File: src/rtl/posit_div_core.sv
// Sequential posit32 (es=3) division core: restoring radix-2 mantissa divider
// with scale arithmetic, normalization, regime clamping and NaR/zero bypass.
module posit_div_core #(
    parameter int MW     = 32,
    parameter int K_BITS = 6,
    parameter int ES     = 3
) (
    input  logic              clk,
    input  logic              rst_n,
    input  logic              start,
    input  logic              sign_a,
    input  logic              sign_b,
    input  logic [K_BITS-1:0] k_a,
    input  logic [K_BITS-1:0] k_b,
    input  logic [ES-1:0]     exp_a,
    input  logic [ES-1:0]     exp_b,
    input  logic [MW-1:0]     mant_a,
    input  logic [MW-1:0]     mant_b,
    input  logic              zero_a,
    input  logic              nar_a,
    input  logic              zero_b,
    input  logic              nar_b,
    output logic              busy,
    output logic              done,
    output logic              sign_out,
    output logic [K_BITS-1:0] k_out,
    output logic [ES-1:0]     exp_out,
    output logic [MW-1:0]     mant_out,
    output logic              sticky,
    output logic              NAR,
    output logic              ZERO
);

    localparam int SW = 11;          // scale width
    localparam int QW = MW + 2;      // quotient bits: integer bit plus guard bits
    localparam int CW = 6;
    localparam logic [CW-1:0]     CNT_LAST = CW'(QW - 1);
    localparam logic signed [SW-1:0] K_MIN = -11'sd31;
    localparam logic signed [SW-1:0] K_MAX = 11'sd30;

    typedef enum logic [1:0] {
        IDLE = 2'd0,
        DIV  = 2'd1,
        NORM = 2'd2,
        DONE = 2'd3
    } state_t;

    state_t state_r;
    state_t state_next_s;

    logic [MW-1:0]          mant_b_r;
    logic                   sign_r;
    logic signed [SW-1:0]   scale_r;
    logic [MW:0]            rem_r;
    logic [QW-1:0]          q_r;
    logic [CW-1:0]          cnt_r;

    logic                   busy_r;
    logic                   done_r;
    logic                   sign_out_r;
    logic [K_BITS-1:0]      k_out_r;
    logic [ES-1:0]          exp_out_r;
    logic [MW-1:0]          mant_out_r;
    logic                   sticky_r;
    logic                   nar_r;
    logic                   zero_r;

    logic                   special_nar_s;
    logic signed [SW-1:0]   scale_a_s;
    logic signed [SW-1:0]   scale_b_s;
    logic signed [SW-1:0]   scale_in_s;
    logic                   rem_ge_s;
    logic [MW:0]            rem_sub_s;
    logic [MW:0]            rem_next_s;
    logic signed [SW-1:0]   scale_adj_s;
    logic signed [SW-1:0]   k_full_s;
    logic [MW-1:0]          norm_mant_s;
    logic                   norm_sticky_s;
    logic                   rem_nz_s;

    // Operand scales (k*2^ES + exp) and the restoring-divider step
    always_comb begin
        special_nar_s = nar_a | nar_b | zero_b;
        scale_a_s     = $signed({{(SW-K_BITS-ES){k_a[K_BITS-1]}}, k_a, {ES{1'b0}}})
                      + $signed({{(SW-ES){1'b0}}, exp_a});
        scale_b_s     = $signed({{(SW-K_BITS-ES){k_b[K_BITS-1]}}, k_b, {ES{1'b0}}})
                      + $signed({{(SW-ES){1'b0}}, exp_b});
        scale_in_s    = scale_a_s - scale_b_s;
        rem_ge_s      = (rem_r >= {1'b0, mant_b_r});
        if (rem_ge_s) begin
            rem_sub_s = rem_r - {1'b0, mant_b_r};
        end else begin
            rem_sub_s = rem_r;
        end
        rem_next_s    = {rem_sub_s[MW-1:0], 1'b0};
    end

    // Normalization of the finished quotient and regime extraction
    always_comb begin
        rem_nz_s = (rem_r != {(MW+1){1'b0}});
        if (q_r[QW-1]) begin
            norm_mant_s   = q_r[QW-1:2];
            norm_sticky_s = q_r[1] | q_r[0] | rem_nz_s;
            scale_adj_s   = scale_r;
        end else begin
            norm_mant_s   = q_r[QW-2:1];
            norm_sticky_s = q_r[0] | rem_nz_s;
            scale_adj_s   = scale_r - 11'sd1;
        end
        k_full_s = scale_adj_s >>> ES;
    end

    // Next-state logic
    always_comb begin
        state_next_s = state_r;
        case (state_r)
            IDLE: begin
                if (start) begin
                    if (special_nar_s || zero_a) begin
                        state_next_s = DONE;
                    end else begin
                        state_next_s = DIV;
                    end
                end else begin
                    state_next_s = IDLE;
                end
            end
            DIV: begin
                if (cnt_r == CNT_LAST) begin
                    state_next_s = NORM;
                end else begin
                    state_next_s = DIV;
                end
            end
            NORM:    state_next_s = DONE;
            DONE:    state_next_s = IDLE;
            default: state_next_s = IDLE;
        endcase
    end

    // State register
    always_ff @(posedge clk or negedge rst_n) begin
        if (!rst_n) begin
            state_r <= IDLE;
        end else begin
            state_r <= state_next_s;
        end
    end

    // Operand capture, divider iteration and result registers
    always_ff @(posedge clk or negedge rst_n) begin
        if (!rst_n) begin
            mant_b_r   <= {MW{1'b0}};
            sign_r     <= 1'b0;
            scale_r    <= {SW{1'b0}};
            rem_r      <= {(MW+1){1'b0}};
            q_r        <= {QW{1'b0}};
            cnt_r      <= {CW{1'b0}};
            sign_out_r <= 1'b0;
            k_out_r    <= {K_BITS{1'b0}};
            exp_out_r  <= {ES{1'b0}};
            mant_out_r <= {MW{1'b0}};
            sticky_r   <= 1'b0;
            nar_r      <= 1'b0;
            zero_r     <= 1'b0;
        end else begin
            case (state_r)
                IDLE: begin
                    if (start) begin
                        mant_b_r <= mant_b;
                        sign_r   <= sign_a ^ sign_b;
                        scale_r  <= scale_in_s;
                        rem_r    <= {1'b0, mant_a};
                        q_r      <= {QW{1'b0}};
                        cnt_r    <= {CW{1'b0}};
                        nar_r    <= 1'b0;
                        zero_r   <= 1'b0;
                        // Bypass results are fully written here; normal results wait for NORM
                        if (special_nar_s || zero_a) begin
                            nar_r      <= special_nar_s;
                            zero_r     <= ~special_nar_s;
                            sign_out_r <= 1'b0;
                            k_out_r    <= {K_BITS{1'b0}};
                            exp_out_r  <= {ES{1'b0}};
                            mant_out_r <= {MW{1'b0}};
                            sticky_r   <= 1'b0;
                        end
                    end
                end
                DIV: begin
                    rem_r <= rem_next_s;
                    q_r   <= {q_r[QW-2:0], rem_ge_s};
                    cnt_r <= cnt_r + 6'd1;
                end
                NORM: begin
                    sign_out_r <= sign_r;
                    mant_out_r <= norm_mant_s;
                    if (k_full_s < K_MIN) begin
                        k_out_r   <= K_MIN[K_BITS-1:0];
                        exp_out_r <= {ES{1'b0}};
                        sticky_r  <= 1'b0;
                    end else if (k_full_s > K_MAX) begin
                        k_out_r   <= K_MAX[K_BITS-1:0];
                        exp_out_r <= {ES{1'b0}};
                        sticky_r  <= 1'b0;
                    end else begin
                        k_out_r   <= k_full_s[K_BITS-1:0];
                        exp_out_r <= scale_adj_s[ES-1:0];
                        sticky_r  <= norm_sticky_s;
                    end
                end
                DONE: begin
                    cnt_r <= {CW{1'b0}};
                end
                default: begin
                    cnt_r <= {CW{1'b0}};
                end
            endcase
        end
    end

    // Handshake flags
    always_ff @(posedge clk or negedge rst_n) begin
        if (!rst_n) begin
            busy_r <= 1'b0;
            done_r <= 1'b0;
        end else begin
            busy_r <= (state_next_s != IDLE);
            done_r <= (state_r == DONE);
        end
    end

    assign busy     = busy_r;
    assign done     = done_r;
    assign sign_out = sign_out_r;
    assign k_out    = k_out_r;
    assign exp_out  = exp_out_r;
    assign mant_out = mant_out_r;
    assign sticky   = sticky_r;
    assign NAR      = nar_r;
    assign ZERO     = zero_r;

endmodule

File: config.mk
export PLATFORM = sky130hd
export DESIGN_NAME = posit_div_core
export DESIGN_NICKNAME = d
export VERILOG_FILES = /design/src/rtl/posit_div_core.sv
export SDC_FILE = /design/constraint.sdc
export NUM_CORES = 1
export LEC_CHECK = 0
export BUFFER_PORTS_ARGS = -buffer_cell sky130_fd_sc_hd__clkbuf_2
export CAP_MARGIN = 20
export CORE_MARGIN = 3
export CORE_UTILIZATION = 50
export DETAILED_ROUTE_END_ITERATION = 12
export GPL_TIMING_DRIVEN = 1
export PLACE_DENSITY = 0.72
export SLEW_MARGIN = 20
export SYNTH_ARGS = -nofsm -noshare
export SYNTH_HDL_FRONTEND = slang
export SYNTH_SLANG_ARGS = --single-unit
File: constraint.sdc
create_clock -name clk -period 2.96 [get_ports clk]
set_input_delay 0.592 -clock clk [delete_from_list [all_inputs] [get_ports clk]]
set_output_delay 0.592 -clock clk [all_outputs]
set_load 0.01 [all_outputs]
==> results of run 1 <==
[cell type report]
class                           count  area [µm²]  area share
Clock buffer                       17         425      0.0363
Clock inverter                     15         205      0.0175
Inverter                           64         240      0.0205
Multi-Input combinational cell    704        5010       0.427
Sequential cell                   166        4160       0.355
Tap cell                          229         287      0.0244
Timing Repair Buffer              217        1400       0.119
[report_power, final]
group	internal (W)	leakage, nW	total (W)	switching, W
Sequential	0.00305	2.14	0.00368	0.000634
Clock	0.00116	0.299	0.00228	0.00112
Combinational	0.00462	3.10	0.0101	0.00545
Total	0.00882	5.54	0.0160	0.00720
[per-layer routing]
metal / vias up / global-route usage / part of all wire
met5: - / 0 / 0
met4: 0 / 0.0645 / 0.016
met3: 34 / 0.0486 / 0.057
met2: 267 / 0.383 / 0.47
met1: 3810 / 0.338 / 0.46
li1: 3899 / - / -
[synth_stat cells, drive strengths merged, types with 8 or more instances]
cell    count  share of area
nor2b      13         0.0087
xnor2      32          0.030
xor2       16          0.015
nand2     126          0.051
dfrtp     166           0.44
a21oi      48          0.026
ha         53          0.071
a22oi      14          0.011
clkbuf     39          0.016
nor4       12         0.0087
nor2       24         0.0099
mux2i      48          0.051
inv        64          0.026
a22o       39          0.037
nand3       8         0.0048
a21o       22          0.018
buf        10         0.0074
o21ai     137          0.073
nor3       11         0.0059
o22ai      12         0.0080
[per-stage QoR]
| step | instances | TNS (ns) | power, W | instance area (µm²) | setup WS [ns] |
|---|---|---|---|---|---|
| 6_report | 1412 | 0 | 0.0160 | 11700 | 0.0118 |
| 5_1_grt | 1412 | -1.70 | 0.0173 | 11700 | -0.0976 |
| 4_1_cts | 1405 | -0.00203 | 0.0151 | 11500 | -0.00203 |
| 3_5_place_dp | 1366 | -0.688 | 0.0122 | 10700 | -0.0856 |
| 3_3_place_gp | 1366 | -0.0204 | 0.0121 | 10700 | -0.0204 |
| 2_1_floorplan | 983 | 0 | 0.00964 | 9340 | 0.132 |
[registers in the layout, indices dropped and copies added (netlist names)]
signal	count
sign_r	1
rem_r	33
mant_b_r	32
state_r	2
sticky	1
mant_out	32
cnt_r	6
k_out	6
q_r	34
scale_r	11
exp_out	3
sign_out	1
ZERO	1
done	1
busy	1
NAR	1
[worst max-delay path, delay by kind of cell, from the launching register on]
family                     cells  cell delay (ns)
AOI/OAI and AO/OA              3             0.71
adders and majority gates      1             0.32
buffers and inverters          1             0.21
DFF                            1             0.42
muxes                          1             0.22
and+or+nand+nor                4             0.94
[worst paths after layout]
check | end | slack (ns) | from
worst max register to register | rem_r[6]$_DFFE_PN0P_ | 0.01 | rem_r[6]$_DFFE_PN0P_
worst min-delay path | mant_b_r[4]$_DFFE_PN0P_ | 0.12 | rst_n
worst min register to register | mant_out[18]$_DFFE_PN0P_ | 0.48 | mant_out[18]$_DFFE_PN0P_
worst max-delay path | rem_r[6]$_DFFE_PN0P_ | 0.01 | rem_r[6]$_DFFE_PN0P_
min in group clk | mant_b_r[11]$_DFFE_PN0P_ | 0.36 | mant_b[11]
max in group asynchronous | q_r[31]$_DFFE_PN0P_ | 2.07 | rst_n
[timing repair]
action                     in CTS  in global routing
cloned                          1                  2
setup endpoints to repair      33                 36
hold buffers                    0                  0
gates resized for setup        10                 35
buffers inserted                6                  6
pin swaps                       6                 25
[logic make-up (layout without fill, tap and decap cells)]
| kind of cell | count (synthesis) | in the layout | share of synthesized area |
|---|---|---|---|
| AOI/OAI and AO/OA | 321 | 321 | 0.219 |
| xor gates and xnor gates | 48 | 48 | 0.0450 |
| adders and majority gates | 55 | 55 | 0.0753 |
| buffers and inverters | 113 | 313 | 0.0487 |
| DFF | 166 | 166 | 0.445 |
| muxes | 48 | 48 | 0.0514 |
| and+or+nand+nor | 232 | 232 | 0.116 |
==> out/results.txt, run 1 <==
status - finished, final reports clean
share of cells above drive strength 1 - 0.248
Worst EP arrival - 3.25 ns
Total Nets Final - 1316
Final HPWL DP - 16600 µm
die area - 20400 µm²
Post-Route WL - 24200 µm
row count - 49
CP cell instances - ha_4 -> nand3_4 -> or4_4 -> o41ai_4 -> nand3_1 -> nand3_2 -> o32a_4 -> clkbuf_16 -> mux2i_1 -> o21ai_0
initial drt markers - 546
routability cong. - 0.922
largest buffer count on any clock path - 2
P per Cell Area - 1370 nW/µm²
RSZ-0062 raised after global routing - true
Setup CP Type - register to register
GRT Total Usage - 0.240
Max-slew headroom - 0.595
CTS tree - done
Worst-Margin Slew - 0.601 ns
drt wl/cell - 17.1 µm
number of routed nets with antenna violations - 0
Avg Inst Size Synth - 9.50 µm²
LEAKAGE - 5.54 nW
initial antenna violation count - 0
EDFF count, synth - 0
via/cell ratio - 5.67
post-synthesis sequential area ratio - 0.445
CTS buffer count - 17
clk sinks - 166
most common cell after layout, fill and taps aside - dfrtp_1
io pins - 138
Synth Instances - 983
Final Skew - 0.0117 ns
Fmax - 0.339 GHz
commonest non-fill, non-tap cells in the layout - dfrtp_1 (165), clkbuf_2 (136), nand2_1 (126)
largest net degree at the start of global routing - 62
Syn. warnings - 0
Synth Flop Type - dfrtp_1
setup violators final - 0
Yosys cell types - 63
Hold WS - 0.123 ns
Mapped Area - 9340 µm²
diodes inserted - 0
final hold violations - 0
Slew Limit Fails - 0
DRC Markers - 0
startpoint type of the worst setup path - register
Final Critical Period - 2.95 ns
clock slew seen by the registers of the worst setup and hold paths - 0.07 ns
synthesis-to-finish area growth - 25.4%
core area - 18100 µm²
WP data required - 3.27 ns
maxcap violations - 0
Fillers - 1493
CP max-delay cell - or4_4
Yosys reg bits - 166
Syn Nets - 1129
critical path capture point type - register
final period utilization - 0.996
via count - 8010
die width - 143 µm
worst-skew pair later-pin latency - 0.43 ns
port bufs - 137
CP max stage delay - 0.57 ns
Die Y - 143 µm
root buf cell - clkbuf_16
grt ovf - 0
Worst Hold Class - primary input to async pin
Crit Path Max Fanout - 8
Async S/R FF share, synth - 1.00
Initial Util - 0.515
drt pass-1 iters - 5
post-layout util - 0.646
r2r worst-path depth - 10
vias in the first global route - 7868
first-pass GRT wire length - 39400 µm
H-Tree Depth - 4
VDD IR-drop max - 694 µV
No activity file was read; power rests on OpenSTA's default activity.
==> run 2: changes to the inputs <==
--- a/config.mk
+++ b/config.mk
@@ -8,10 +8,10 @@
 export BUFFER_PORTS_ARGS = -buffer_cell sky130_fd_sc_hd__clkbuf_2
 export CAP_MARGIN = 20
 export CORE_MARGIN = 3
-export CORE_UTILIZATION = 50
+export CORE_UTILIZATION = 45
 export DETAILED_ROUTE_END_ITERATION = 12
 export GPL_TIMING_DRIVEN = 1
-export PLACE_DENSITY = 0.72
+export PLACE_DENSITY = 0.66
 export SLEW_MARGIN = 20
 export SYNTH_ARGS = -nofsm -noshare
 export SYNTH_HDL_FRONTEND = slang
==> run 2 against run 1 <==
Against the previous run:
- die area is 11% higher
- cell count is 1.9% higher
- clock skew is 0.00090 ns lower
- critical endpoint is now rem_r[14]$_DFFE_PN0P_
- register-to-register slack better by 0.03 ns
- final area is 1.4% lower
- critical path type unchanged
- routed wire length is 1.6% lower
- worst hold slack better by 0.024 ns
- clock-buffer cell count stayed put
- core utilization is 7.6 points lower
==> out/results.txt, run 2 (synthesis gave the netlist of run 1 again) <==
status - finished, final reports clean (unchanged)
P per Cell Area - 1330 nW/µm² (was 1370 nW/µm²)
die area - 22500 µm² (was 20400 µm²)
root buf cell - clkbuf_16 (unchanged)
io pins - 138 (unchanged)
Cells after DPL - 1397 (was 1366)
CTS buffer count - 17 (unchanged)
Post-Route WL - 23800 µm (was 24200 µm)
Slew Limit Fails - 0 (unchanged)
drt pass-1 iters - 6 (was 5)
largest registers - q_r x34, rem_r x33 (unchanged)
setup TNS - 0 ns (unchanged)
Final Critical Period - 2.92 ns (was 2.95 ns)
Fmax - 0.342 GHz (was 0.339 GHz)
LEAKAGE - 5.43 nW (was 5.54 nW)
initial drt markers - 457 (was 546)
via/cell ratio - 5.51 (was 5.67)
synthesis-to-finish area growth - 23.7% (was 25.4%)
row count - 52 (was 49)
Worst EP arrival - 3.24 ns (was 3.25 ns)
clock slew seen by the registers of the worst setup and hold paths - 0.08 ns (was 0.07 ns)
diodes inserted - 0 (unchanged)
Crit Path Max Fanout - 8 (unchanged)
WP data required - 3.27 ns (about the same)
H-Tree Depth - 4 (unchanged)
largest net degree at the start of global routing - 64 (was 62)
VDD IR-drop max - 781 µV (was 694 µV)
Comb pwr share - 0.611 (was 0.628)
Die Y - 150 µm (was 143 µm)
Flop pwr share - 0.239 (was 0.230)
r2r worst-path depth - 10 (unchanged)
Largest register FFs - 34 (unchanged)
CTS tree - done (unchanged)
Layout Cells excl Fill - 1439 (was 1412)
port bufs - 137 (unchanged)
Worst-Margin Slew - 0.660 ns (was 0.601 ns)
first-pass GRT wire length - 38800 µm (was 39400 µm)
CP cell instances - ha_1 -> nand4_1 -> or4_1 -> o41ai_1 -> nand3_1 -> nand3_1 -> o32a_4 -> buf_6 -> a211oi_2 -> a221o_1 (was ha_4 -> nand3_4 -> or4_4 -> o41ai_4 -> nand3_1 -> nand3_2 -> o32a_4 -> clkbuf_16 -> mux2i_1 -> o21ai_0)
CP max-delay cell - or4_1 (was or4_4)
routability cong. - 0.908 (was 0.922)
die width - 150 µm (was 143 µm)
Final Skew - 0.0108 ns (was 0.0117 ns)
Total Nets Final - 1302 (was 1316)
maxcap violations - 0 (unchanged)
startpoint type of the worst setup path - register (unchanged)
vias in the first global route - 7698 (was 7868)
via count - 7923 (was 8010)
Reg2Reg Capture Point - rem_r[14]$_DFFE_PN0P_ (was rem_r[6]$_DFFE_PN0P_)
core area - 20300 µm² (was 18100 µm²)
clk sinks - 166 (unchanged)
drt wl/cell - 16.5 µm (was 17.1 µm)
hold buffers post-CTS - 0 (unchanged)
GRT Total Usage - 0.214 (was 0.240)
final hold violations - 0 (unchanged)
Worst Hold Class - primary input to async pin (unchanged)
Max-slew headroom - 0.560 (was 0.595)
final period utilization - 0.987 (was 0.996)
number of routed nets with antenna violations - 0 (unchanged)
RSZ-0062 raised after global routing - true (unchanged)
DRC Markers - 0 (unchanged)
Initial Util - 0.460 (was 0.515)
share of cells above drive strength 1 - 0.232 (was 0.248)
largest buffer count on any clock path - 2 (unchanged)
cell-internal power - 0.00856 W (was 0.00882 W)
initial antenna violation count - 0 (unchanged)
reg2reg setup slack - 0.04 ns (was 0.01 ns)
Clk pwr share - 0.150 (was 0.142)
worst r2r src - rem_r[28]$_DFFE_PN0P_ (was rem_r[6]$_DFFE_PN0P_)
most common cell after layout, fill and taps aside - dfrtp_1 (unchanged)
grt ovf - 0 (unchanged)
P_sw - 0.00686 W (was 0.00720 W)
Most Frequent Cell on Critical Path - nand3_1
Setup CP Type - register to register (unchanged)
worst-skew pair later-pin latency - 0.44 ns (was 0.43 ns)
Net Sw Frac - 0.445 (was 0.449)
Final HPWL DP - 17000 µm (was 16600 µm)
setup violators final - 0 (unchanged)
critical path capture point type - register (unchanged)
Top reg by flops - q_r (unchanged)
CP max stage delay - 0.51 ns (was 0.57 ns)
commonest non-fill, non-tap cells in the layout - dfrtp_1 (163), clkbuf_2 (136), nand2_1 (125) (was dfrtp_1 (165), clkbuf_2 (136), nand2_1 (126))
==> run 2: changes by cell type in the layout (fill, tap and decap cells not counted), moves of 3 or more <==
cell      change
ha_1          +3
a21oi_1       +4
a21oi_2       -4
inv_8         +3
buf_4        -13
clkinv_8      -4
==> run 2: worst max path at each step <==
| stage | from | end | slack [ns] | depth (start not counted) |
|---|---|---|---|---|
| after global placement | rem_r[7]$_DFFE_PN0P_ | rem_r[32]$_DFFE_PN0P_ | 0.04 | 13 |
| after CTS | rem_r[2]$_DFFE_PN0P_ | rem_r[14]$_DFFE_PN0P_ | 0.007 | 12 |
| after floorplan | rem_r[0]$_DFFE_PN0P_ | rem_r[31]$_DFFE_PN0P_ | 0.13 | 13 |
| final | rem_r[28]$_DFFE_PN0P_ | rem_r[14]$_DFFE_PN0P_ | 0.04 | 10 |
| after global routing | mant_b_r[25]$_DFFE_PN0P_ | rem_r[29]$_DFFE_PN0P_ | -0.18 | 11 |
| after detailed placement | rem_r[7]$_DFFE_PN0P_ | rem_r[32]$_DFFE_PN0P_ | -0.04 | 13 |
==> run 2: area by class of cell <==
type                    count  area (µm²)
clock buffers              17         425
clock inverters            15         203
fillers                  1846        8740
inverters                  64         240
multi-input cells         704        4940
flip-flops and latches    166        4160
well taps                 270         338
repair buffers            203        1250
==> run 2: power groups by stage <==
stage / combinational (W) / clock, W / sequential, W
finish: 0.00942 / 0.00231 / 0.00369
global route: 0.0104 / 0.00246 / 0.00380
CTS: 0.00859 / 0.00236 / 0.00367
detailed placement: 0.00843 / 0 / 0.00370
global placement: 0.00832 / 0 / 0.00369
floorplan: 0.00609 / 0 / 0.00355
==> run 2: per-layer routing <==
metal | up-vias | GRT usage | part of all wire
met1 | 3822 | 0.297 | 0.46
met3 | 33 | 0.0367 | 0.055
met5 | - | 0 | 0
li1 | 3864 | - | -
met4 | 0 | 0.0631 | 0.017
met2 | 204 | 0.346 | 0.47
==> run 2: stage by stage <==
step	power, W	cell area, µm²	setup slack (ns)	utilization	hold slack [ns]
after floorplan	0.00964	9340	0.132	-	0.296
after global placement	0.0120	10600	0.0414	0.524	0.462
after detailed placement	0.0121	10600	-0.0408	0.524	0.471
after CTS	0.0146	11300	0.00669	0.557	0.162
after global routing	0.0167	11600	-0.181	0.569	0.191
final	0.0154	11600	0.0372	0.569	0.147
==> run 2: critical path, delay by kind of cell, from the launching register on <==
family,cells,cell delay [ns]
AND/OR/NAND/NOR,4,0.90
buffers and inverters,1,0.17
AO/OA/AOI/OAI,4,1.00
flip-flops,1,0.42
adder cells (fa/ha/maj),1,0.31
==> run 2: repair_timing <==
item,4_1_cts,5_1_grt
buffers inserted,0,11
endpoints found under the setup margin,15,35
resized for setup,6,37
pin swaps,1,12
gates cloned,0,1
==> run 3: changes to the inputs <==
--- a/config.mk
+++ b/config.mk
@@ -7,11 +7,14 @@
 export LEC_CHECK = 0
 export BUFFER_PORTS_ARGS = -buffer_cell sky130_fd_sc_hd__clkbuf_2
 export CAP_MARGIN = 20
+export CELL_PAD_IN_SITES_DETAIL_PLACEMENT = 1
+export CELL_PAD_IN_SITES_GLOBAL_PLACEMENT = 1
 export CORE_MARGIN = 3
-export CORE_UTILIZATION = 45
+export CORE_UTILIZATION = 40
 export DETAILED_ROUTE_END_ITERATION = 12
 export GPL_TIMING_DRIVEN = 1
-export PLACE_DENSITY = 0.66
+export PLACE_DENSITY = 0.75
+export SKIP_LAST_GASP = 1
 export SLEW_MARGIN = 20
 export SYNTH_ARGS = -nofsm -noshare
 export SYNTH_HDL_FRONTEND = slang
==> run 3 against run 2 <==
Against the previous run:
- the flow now finishes with violations (negative setup slack)
- worst hold slack worse by 0.017 ns
- combinational power is 9% higher
- clock skew grew 0.0013 ns
- total power rose by 6.4%
- flip-flop and latch count unchanged
- largest cell class unchanged
==> out/results.txt, run 3 (synthesis gave the netlist of run 1 again) <==
most common cell after layout, fill and taps aside - dfrtp_1 (unchanged)
grt met3 use - 0.0313 (was 0.0367)
P per Cell Area - 1390 nW/µm² (was 1330 nW/µm²)
largest net degree at the start of global routing - 64 (unchanged)
LEAKAGE - 5.52 nW (was 5.43 nW)
Net Sw Frac - 0.463 (was 0.445)
final worst slack - -0.0609 ns (was 0.0372 ns)
Die Y - 159 µm (was 150 µm)
Initial Util - 0.410 (was 0.460)
Clk pwr share - 0.143 (was 0.150)
clock slew seen by the registers of the worst setup and hold paths - 0.08 ns (about the same)
Placed Area - 10800 µm² (was 10600 µm²)
clk sinks - 166 (unchanged)
initial drt markers - 394 (was 457)
Worst Hold Class - primary input to async pin (unchanged)
port bufs - 137 (unchanged)
VDD IR-drop max - 642 µV (was 781 µV)
Worst-Margin Slew - 0.652 ns (was 0.660 ns)
number of routed nets with antenna violations - 0 (unchanged)
Flop pwr share - 0.227 (was 0.239)
Setup CP Type - register to register (unchanged)
synthesis-to-finish area growth - 26.7% (was 23.7%)
Final HPWL DP - 19500 µm (was 17000 µm)
status - complete, but fails checks (was finished, final reports clean)
routability cong. - 0.874 (was 0.908)
grt ovf - 0 (unchanged)
Fmax - 0.331 GHz (was 0.342 GHz)
CTS tree - done (unchanged)
DRC Markers - 0 (unchanged)
share of cells above drive strength 1 - 0.255 (was 0.232)
via/cell ratio - 5.49 (was 5.51)
Slew Limit Fails - 0 (unchanged)
Cells after DPL - 1452 (was 1397)
cell-internal power - 0.00881 W (was 0.00856 W)
P_sw - 0.00760 W (was 0.00686 W)
met1 Track Usage GR - 0.287 (was 0.297)
core area - 22800 µm² (was 20300 µm²)
GRT Total Usage - 0.220 (was 0.214)
hold buffers post-CTS - 0 (unchanged)
diodes inserted - 0 (unchanged)
DP Worst Slack - -0.0809 ns (was -0.0408 ns)
startpoint type of the worst setup path - register (unchanged)
via count - 8224 (was 7923)
final hold violations - 0 (unchanged)
initial antenna violation count - 0 (unchanged)
Final Skew - 0.0121 ns (was 0.0108 ns)
area of the multi-input gates - 5040 µm² (was 4940 µm²)
Largest register FFs - 34 (unchanged)
root buf cell - clkbuf_16 (unchanged)
global route hottest layer - met2 (unchanged)
setup violators final - 11 (was 0)
failing checks - negative setup slack
GR Layer Usage met2 - 0.380 (was 0.346)
largest registers - q_r x34, rem_r x33 (unchanged)
row count - 55 (was 52)
critical path capture point type - register (unchanged)
Top reg by flops - q_r (unchanged)
die width - 159 µm (was 150 µm)
CTS buffer count - 17 (unchanged)
maxcap violations - 0 (unchanged)
H-Tree Depth - 4 (unchanged)
Design Area, Final - 11800 µm² (was 11600 µm²)
io pins - 138 (unchanged)
Post-Route WL - 28400 µm (was 23800 µm)
Crit Path Max Fanout - 6 (was 8)
RSZ-0062 raised after global routing - true (unchanged)
WP data required - 3.26 ns (was 3.27 ns)
setup TNS - -0.360 ns (was 0 ns)
Fillers - 2593 (was 1846)
sequential cell area - 4160 µm² (about the same)
drt wl/cell - 19.0 µm (was 16.5 µm)
Total Nets Final - 1317 (was 1302)
post-layout util - 0.520 (was 0.569)
Layout Cells excl Fill - 1497 (was 1439)
Worst EP arrival - 3.32 ns (was 3.24 ns)
Comb pwr share - 0.630 (was 0.611)
worst-skew pair later-pin latency - 0.44 ns (about the same)
final period utilization - 1.02 (was 0.987)
drt pass-1 iters - 4 (was 6)
largest buffer count on any clock path - 2 (unchanged)
Final Critical Period - 3.02 ns (was 2.92 ns)
vias in the first global route - 8711 (was 7698)
commonest non-fill, non-tap cells in the layout - dfrtp_1 (164), clkbuf_2 (136), nand2_1 (123) (was dfrtp_1 (163), clkbuf_2 (136), nand2_1 (125))
first-pass GRT wire length - 45700 µm (was 38800 µm)
Max-slew headroom - 0.562 (was 0.560)
die area - 25200 µm² (was 22500 µm²)
run 3: cell count changes in the layout (fill, tap and decap cells not counted), sizes merged:
cell,change
buf,+16
bufinv,-1
clkinv,+3
clkinvlp,-2
clkbuf,-1
run 3: worst paths after layout:
path	endpoint	slack (ns)	startpoint	depth (start not counted)
worst min register to register	mant_out[7]$_DFFE_PN0P_	0.48	mant_out[7]$_DFFE_PN0P_	2
min in group clk	mant_b_r[21]$_DFFE_PN0P_	0.35	mant_b[21]	3
worst max register to register	rem_r[3]$_DFFE_PN0P_	-0.06	rem_r[1]$_DFFE_PN0P_	12
worst min-delay path	q_r[31]$_DFFE_PN0P_	0.13	rst_n	1
worst max-delay path	rem_r[3]$_DFFE_PN0P_	-0.06	rem_r[1]$_DFFE_PN0P_	12
max in group asynchronous	rem_r[11]$_DFFE_PN0P_	2.00	rst_n	2
run 3: power groups by stage:
stage               registers (W)  clock network (W)  logic (W)
floorplan                 0.00355                  0    0.00609
global placement          0.00365                  0    0.00867
detailed placement        0.00370                  0    0.00892
CTS                       0.00369            0.00237    0.00934
global route              0.00384            0.00248     0.0113
finish                    0.00373            0.00234     0.0103
run 3: cell type report:
class	count	share of cell area
Clock buffer	17	0.0359
Tap cell	313	0.0331
Timing Repair Buffer	218	0.116
Sequential cell	166	0.351
Clock inverter	15	0.0179
Multi-Input combinational cell	704	0.426
Inverter	64	0.0203
run 3: routing by layer:
metal / part of all wire / up-vias
met1: 0.44 / 4114
met5: 0 / -
met2: 0.50 / 163
met4: 0.023 / 0
met3: 0.036 / 45
li1: - / 3902
run 3: stage by stage:
| step | hold slack, ns | power [W] |
|---|---|---|
| floorplan | 0.296 | 0.00964 |
| global placement | 0.452 | 0.0123 |
| detailed placement | 0.470 | 0.0126 |
| CTS | 0.161 | 0.0154 |
| global route | 0.177 | 0.0176 |
| finish | 0.129 | 0.0164 |
run 3: worst max-delay path: stages, from the launching register on:
cell and delay, ns:
dfrtp_1 0.45, ha_4 0.31, nand3b_1 0.14, a211oi_4 0.32
nor3_4 0.09, o41ai_4 0.41, a31oi_2 0.19, nor3_2 0.18
o32a_4 0.27, buf_6 0.12, buf_8 0.11, mux2i_2 0.20
o21ai_1 0.09
run 3: what timing repair did:
action / 4_1_cts / 5_1_grt
gates resized for setup: 18 / 48
gates cloned: 0 / 0
endpoints found under the setup margin: 32 / 40
pin swaps: 5 / 19
setup buffers: 3 / 11
